<file path="src/rtl/dff_delay_line.sv">
// dff_delay_line: stallable fixed-latency delay line of DEPTH stages.
// Ports: clk, rst (async, active-low), en (advance), clr (sync clear),
//   d/d_valid (stage 0 input), q/q_valid (last stage), occupancy
//   (valid stage count), full, empty.
module dff_delay_line #(
  parameter int               WIDTH     = 8,
  parameter int               DEPTH     = 4,
  parameter logic [WIDTH-1:0] RESET_VAL = '0
) (
  input  logic                         clk,
  input  logic                         rst,
  input  logic                         en,
  input  logic                         clr,
  input  logic [WIDTH-1:0]             d,
  input  logic                         d_valid,
  output logic [WIDTH-1:0]             q,
  output logic                         q_valid,
  output logic [$clog2(DEPTH+1)-1:0]   occupancy,
  output logic                         full,
  output logic                         empty
);

  localparam int OW = $clog2(DEPTH+1);

  logic [WIDTH-1:0] r_data [DEPTH];
  logic [DEPTH-1:0] r_vld;
  logic [OW-1:0]    r_occ;
  logic [OW:0]      w_occ_nxt;

  // One extra bit so the add/subtract never wraps mid-expression.
  assign w_occ_nxt = {1'b0, r_occ}
                   + {{OW{1'b0}}, d_valid}
                   - {{OW{1'b0}}, r_vld[DEPTH-1]};

  always_ff @(posedge clk or negedge rst) begin
    if (!rst) begin
      for (int i = 0; i < DEPTH; i++) begin
        r_data[i] <= RESET_VAL;
      end
      r_vld <= '0;
      r_occ <= '0;
    end else if (clr) begin
      for (int i = 0; i < DEPTH; i++) begin
        r_data[i] <= RESET_VAL;
      end
      r_vld <= '0;
      r_occ <= '0;
    end else if (en) begin
      r_data[0] <= d;
      r_vld[0]  <= d_valid;
      // Data shifts regardless of valid.
      for (int i = 1; i < DEPTH; i++) begin
        r_data[i] <= r_data[i-1];
        r_vld[i]  <= r_vld[i-1];
      end
      r_occ <= w_occ_nxt[OW-1:0];
    end
  end

  assign q         = r_data[DEPTH-1];
  assign q_valid   = r_vld[DEPTH-1];
  assign occupancy = r_occ;
  assign full      = (r_occ == OW'(DEPTH));
  assign empty     = (r_occ == '0);

endmodule

</file>
<file path="config.mk">
export PLATFORM = sky130hd
export DESIGN_NAME = dff_delay_line
export DESIGN_NICKNAME = d
export VERILOG_FILES = /design/src/rtl/dff_delay_line.sv
export SDC_FILE = /design/constraint.sdc
export NUM_CORES = 1
export LEC_CHECK = 0
export CAP_MARGIN = 20
export CORE_ASPECT_RATIO = 2
export CORE_MARGIN = 4
export CORE_UTILIZATION = 50
export CTS_CLUSTER_SIZE = 25
export DETAILED_ROUTE_END_ITERATION = 8
export PLACE_DENSITY = 0.75
export SETUP_SLACK_MARGIN = 0.1
export SKIP_LAST_GASP = 1
export SLEW_MARGIN = 20
export SYNTH_ARGS = -nofsm -noshare
export SYNTH_HDL_FRONTEND = slang
export SYNTH_SLANG_ARGS = --single-unit
</file>
<file path="constraint.sdc">
create_clock -name clk -period 5.47 [get_ports clk]
set_input_delay 1.094 -clock clk [delete_from_list [all_inputs] [get_ports clk]]
set_output_delay 1.094 -clock clk [all_outputs]
set_load 0.01 [all_outputs]
</file>
After elaboration in Yosys (flattened, before gate mapping) --
Cells that the tools add are included.
Word-level totals: flip-flop bits (word level) 39, bits of input ports 13
Operators by class: add/subtract/negate cells 2, equality and inequality tests 1, multiplexer cells 6, reductions and logical operators 2
Operators with widths (count):
- 2-to-1 mux 32 bit | 2
- 2-to-1 mux 4 bit | 2
- 2-to-1 mux 3 bit | 2
- adder 3 x 1 -> 3 bit | 1
- equality test 3 bit, second input constant | 1
- logical NOT 3 bit | 1
- subtractor 3 x 1 -> 3 bit | 1
- nonzero test 2 bit | 1

Logic depth before layout (Yosys ltp) --
Gate-level depths: netlist (run 1).
depth in word-level cells 4, mapped depth 9, depth with buffers taken out 9

Worst setup path after synthesis (run 1) --
Ideal clock, no wire load.
path kind input to register, start in d_valid, end reg r_occ[2], in the netlist occupancy[2], arrival 2.032 ns, path slack 3.318 ns, cell stages on the path 6, cells stage by stage ha_1 > inv_1 > fa_1 > xor2_1 > a21oi_1 > a31o_1
Between the ends: word-level cells in the longest chain between the ends 4
Ends and longest elaborated chain:
- start, declared | line 15 | input logic d_valid,
- adder 3 x 1 -> 3 bit | line 32 | + {{OW{1'b0}}, d_valid}
- subtractor 3 x 1 -> 3 bit | line 33 | - {{OW{1'b0}}, r_vld[DEPTH-1]};
- 2-to-1 mux 3 bit | line 48 | end else if (en) begin
- 2-to-1 mux 3 bit | line 42 | end else if (clr) begin
- end signal, assigned | line 56 | r_occ <= w_occ_nxt[OW-1:0];
- end, declared | line 27 | logic [OW-1:0] r_occ;
Every way passes these cells. The select of a mux whose other input is x is not followed. A chain may end at the register's enable or synchronous reset.

Worst setup path in the final report (run 1) --
start reg r_occ[1], in the netlist occupancy[1], end out full
Between the ends: word-level cells in the longest chain between the ends 1
Ends and longest elaborated chain:
- equality test 3 bit | line 63 | assign full = (r_occ == OW'(DEPTH));
- end, declared | line 19 | output logic full,
Every way passes these cells.

==> flow_metrics.tcl, run 1 <==
set metrics [dict create \
    yosysUniqueCellTypes 16 \
    tns_ns 0 \
    rsz0062_at_grt "no" \
    fin_crit_ns 2.60 \
    yosysSeqAreaShare 0.562 \
    drive_gt1_frac 0.0727 \
    std_cell_rows 30 \
    yosys_warnings 0 \
    grt_pass1_vias 1060 \
    ys_seq_elements 39 \
    cts_hold_buf 0 \
    timing.fmax_mhz 385 \
    clock_latency_ns 0.28 \
    worstPathMaxFanout 6 \
    hold_viol_final 0 \
    power.total_uw 602 \
    viasPerCell 5.35 \
    cts_buffers 5 \
    antennaDiodeCount 0 \
    status "finished clean" \
    ctsLongestPathBuffers 2 \
    grtUsageTotal 0.132 \
    nNetsFinal 180 \
    syn_avg_cell_area_um2 11.9 \
    cts_tree "yes" \
    cts_sinks 39 \
    setup-violations-final 0 \
    global_route.overflow_total 0 \
    final_cells 197 \
    h-tree-depth 2 \
    worst_slack_ns 2.87 \
    synthesis.nets 162 \
    detail-route-antenna-nets 0 \
    die_area_um2 4530 \
    critPathArrivalTime_ns 1.51 \
    grt_first_pass_wirelength_um 4700 \
    whs_ns 0.519 \
    numPlacedInstances 188 \
    port_buffers 26 \
    drtPass1Iterations 3 \
    place_area_um2 1900 \
    fin_crit_sh 0.475 \
    root_buffer "clkbuf_8" \
    maxCapViolCount 0 \
    syn-instance-count 146 \
    crit_path_start_kind "flop" \
    synth_area_um2 1740 \
    irDropWorstVdd_v 0.000302 \
    finalWirelength_um 2720 \
    core-area_um2 3380 \
    place_ws_ns 2.70 \
    area_delta_synth_final_pct 17.5 \
    die_y_um 91.3 \
    p_leak_nw 1.05 \
    finalCoreUtilization 0.604 \
    fp.dieW_um 49.7 \
    hp-class "reg -> reg" \
    critPathCaptureType "output port" \
    finClkSkew_ns 0.00695 \
    p_per_area_nw_per_um2 295 \
    drv_slew 0 \
    clk_pin_slew_ns 0.07 \
    grt_max_degree 41 \
    path_class "reg -> out" \
    dp_hpwl_um 1790 \
    io_pins 27 \
    grt_antenna_before_repair 0 \
    max_slew_margin 0.455 \
    wl_per_cell_um 13.8 \
    ctsResizeCount 0 \
    drc 0 \
    cp.required_ns 4.38 \
    vias 1053 \
    place_congestion 0.667 \
    floorplan.initialDensity 0.514 \
    worst_slew_pin_slew_ns 0.818 \
    drt-initial-drc-count 21 \
    cts_setup_buffers 0 \
    design_area_um2 2040 \
]
-- kinds of logic (layout without fill, tap and decap cells) --
group                    count (synthesis)  in the layout  share of synthesized area
AND/OR/NAND/NOR                         42             42                     0.0952
XOR/XNOR                                 1              1                    0.00505
multiplexers                            38             38                      0.219
adder cells (fa/ha/maj)                  3              3                     0.0260
flip-flops                              39             39                      0.562
buffers and inverters                   21             40                     0.0843
AO/OA/AOI/OAI                            2              2                    0.00793
-- area by class of cell --
cell class / instances / area, um^2
multi-input cells: 86 / 613
clock buffers: 6 / 82.6
fillers: 293 / 1340
well taps: 32 / 40.0
repair buffers: 28 / 278
flip-flops and latches: 39 / 976
inverters: 4 / 15.0
clock inverters: 2 / 35.0
-- final timing paths --
| check | from | to | slack [ns] | depth (start not counted) |
|---|---|---|---|---|
| worst min register to register | q[6] | q[6] | 0.52 | 2 |
| max in group asynchronous | rst | occupancy[2] | 4.05 | 1 |
| worst max-delay path | occupancy[1] | full | 2.87 | 2 |
| min in group asynchronous | rst | q[6] | 0.90 | 1 |
| worst min-delay path | q[6] | q[6] | 0.52 | 2 |
| worst max register to register | occupancy[0] | occupancy[2] | 3.57 | 9 |
-- worst max-delay path, cell delays in order, from the launching register on --
cell	delay [ns]
dfrtp_1	0.46
nor3b_1	0.20
clkdlybuf4s50_1	0.57
-- cells in the final DEF (no fill, tap or decap) --
master            n
inv_1             4
buf_2             2
clkdlybuf4s50_1  24
buf_4             1
fa_1              1
a31o_1            1
dfrtp_1          39
ha_1              2
nand2b_1          1
clkbuf_8          6
a21oi_1           1
nor2_1           39
clkinv_2          1
buf_12            1
nor3_1            1
mux2i_1          38
nor3b_1           1
xor2_1            1
bufinv_16         1
-- state kept, by name, summed over array words and instances (netlist names) --
name	flops
r_vld	4
occupancy	3
r_data	24
q	8
-- routing by layer --
layer  part of all wire  track usage  vias to the layer above
met4             0.0088       0.0485                        0
met1               0.42        0.149                      523
met2               0.53        0.222                       24
met3              0.044       0.0476                        4
met5                  0            0                        -
li1                   -            -                      502
-- Yosys cell counts --
| cell | instances | share of area |
|---|---|---|
| dfrtp_1 | 39 | 0.56 |
| nor2_1 | 39 | 0.084 |
| mux2i_1 | 38 | 0.22 |
| buf_4 | 9 | 0.039 |
| buf_6 | 4 | 0.026 |
| inv_1 | 4 | 0.0086 |
| buf_2 | 3 | 0.0086 |
| ha_1 | 2 | 0.014 |
| a21oi_1 | 1 | 0.0029 |
| a31o_1 | 1 | 0.0050 |
| clkbuf_1 | 1 | 0.0022 |
| fa_1 | 1 | 0.012 |
| nand2b_1 | 1 | 0.0036 |
| nor3_1 | 1 | 0.0029 |
| nor3b_1 | 1 | 0.0043 |
| xor2_1 | 1 | 0.0050 |
-- power breakdown --
| part | internal [mW] | switching (mW) |
|---|---|---|
| Clock | 0.147 | 0.0942 |
| Combinational | 0.0286 | 0.0285 |
| Sequential | 0.297 | 0.00606 |
No activity file was read; power rests on OpenSTA's default activity.
==> run 2: changes to the inputs <==
Clock period 5.47 ns to 2.5 ns, I/O delays scaled along.
==> flow_metrics.tcl, run 2 (synthesized netlist as in run 1, its figures left out) <==
set metrics [dict create \
    status "finished clean" \
    timing.fmax_mhz 487 \
    cp.required_ns 2.00 \
    reg2regPathDepth 9 \
    antennaDiodeCount 0 \
    cts_tree "yes" \
    fp.dieW_um 49.7 \
    cts_sinks 39 \
    port_buffers 26 \
    max_slew_margin 0.441 \
    drt-initial-drc-count 14 \
    die_y_um 91.3 \
    worstPathMaxFanout 6 \
    endpoint "empty" \
    place_area_um2 1920 \
    place_ws_ns 0.363 \
    drv_slew 0 \
    setup-violations-final 0 \
    design_area_um2 2040 \
    finClkSkew_ns 0.00221 \
    tns_ns 0 \
    drc 0 \
    grt_first_pass_wirelength_um 4840 \
    path_class "reg -> out" \
    ctsLongestPathBuffers 2 \
    die_area_um2 4530 \
    crit-reg2reg-launch "occupancy[0]" \
    detail-route-antenna-nets 0 \
    cts_setup_buffers 0 \
    critPathCaptureType "output port" \
    r2r_end "occupancy[2]" \
    cts_hold_buf 0 \
    p_clk_frac 0.401 \
    power.total_mw 1.32 \
    ctsResizeCount 0 \
    std_cell_rows 30 \
    drtPass1Iterations 4 \
    grt_antenna_before_repair 0 \
    p_sw_uw 283 \
    crit_path_start "occupancy[1]" \
    viasPerCell 5.26 \
    cts_buffers 5 \
    r2r_slack_ns 0.56 \
    grt_max_degree 40 \
    clk_pin_slew_ns 0.07 \
    finalWirelength_um 2700 \
    layout_common_cells "39 x nor2_1, 39 x dfrtp_1, 38 x mux2i_1" \
    dp_hpwl_um 1850 \
    p_seq_frac 0.503 \
    nNetsFinal 180 \
    floorplan.initialDensity 0.514 \
    worst_slew_pin_slew_ns 0.838 \
    hold_viol_final 0 \
    hp-class "in -> async" \
    worst_slack_ns 0.446 \
    critPathArrivalTime_ns 1.55 \
    path_cells "nor3_1, clkdlybuf4s50_1" \
    vias 1036 \
    critical-path-max-stage-delay_ns 0.58 \
    swShare 0.214 \
    clock_latency_ns 0.28 \
    slowest_stage "clkdlybuf4s50_1" \
    drive_gt1_frac 0.0727 \
    global_route.overflow_total 0 \
    finalCoreUtilization 0.604 \
    grtUsageTotal 0.139 \
    fin_crit_sh 0.822 \
    io_pins 27 \
    internal_power_mw 1.04 \
    p_per_area_nw_per_um2 646 \
    crit_path_start_kind "flop" \
    rsz0062_at_grt "no" \
    grt_pass1_vias 1054 \
    wl_per_cell_um 13.7 \
    core-area_um2 3380 \
    combPwrFrac 0.095 \
    regMostFlops "r_data" \
    maxCapViolCount 0 \
    h-tree-depth 2 \
    irDropWorstVdd_v 0.000398 \
    largest_reg_flops 24 \
    fillers 299 \
    area_delta_synth_final_pct 17.5 \
    fin_crit_ns 2.05 \
    root_buffer "clkbuf_8" \
    place_congestion 0.699 \
    p_leak_nw 1.05 \
]
[run 2: cell counts in the layout (fill, tap and decap cells not counted)]
No cell type changed its count.
[run 2: area by class of cell]
cell class                 instances  area, um^2  area share
clock buffer                       6        82.6      0.0405
clock inverter                     2        35.0      0.0172
inverter                           4        15.0     0.00736
multi-input combinational         86         613       0.301
sequential                        39         976       0.479
tap                               32        40.0      0.0196
timing repair buffer              28         278       0.136
[run 2: critical path: cells and delay by family, from the launching register on]
kind	cells	cell delay, ns
buffers and inverters	1	0.58
DFF	1	0.47
and+or+nand+nor	1	0.22
[run 2: worst min path at each step]
stage	from	endpoint	slack [ns]	cells past startpoint
finish	rst	q[5]	0.32	1
CTS	rst	q[2]	0.34	1
global placement	r_data[14]	q[6]	0.50	2
detailed placement	r_data[19]	r_data[19]	0.51	2
floorplan	rst	occupancy[0]	0.20	0
global route	rst	q[5]	0.37	1
[run 2: per-stage QoR]
stage	std cells	hold slack (ns)
2_1_floorplan	146	0.204
3_3_place_gp	189	0.500
3_5_place_dp	189	0.510
4_1_cts	197	0.337
5_1_grt	197	0.367
6_report	197	0.317
[run 2: per-layer routing]
layer / wire length (um) / global-route usage / share of wire / vias up
met4: 63 / 0.0762 / 0.023 / 0
met3: 148 / 0.0542 / 0.055 / 5
li1: - / - / - / 502
met1: 1130 / 0.169 / 0.42 / 498
met2: 1360 / 0.209 / 0.50 / 31
met5: 0 / 0 / 0 / -
[run 2: power groups by stage]
stage | Combinational [mW] | Sequential (mW) | Clock, mW
floorplan | 0.0771 | 0.674 | 0
global placement | 0.124 | 0.674 | 0
detailed placement | 0.128 | 0.676 | 0
CTS | 0.129 | 0.663 | 0.550
global route | 0.141 | 0.666 | 0.581
finish | 0.126 | 0.663 | 0.529
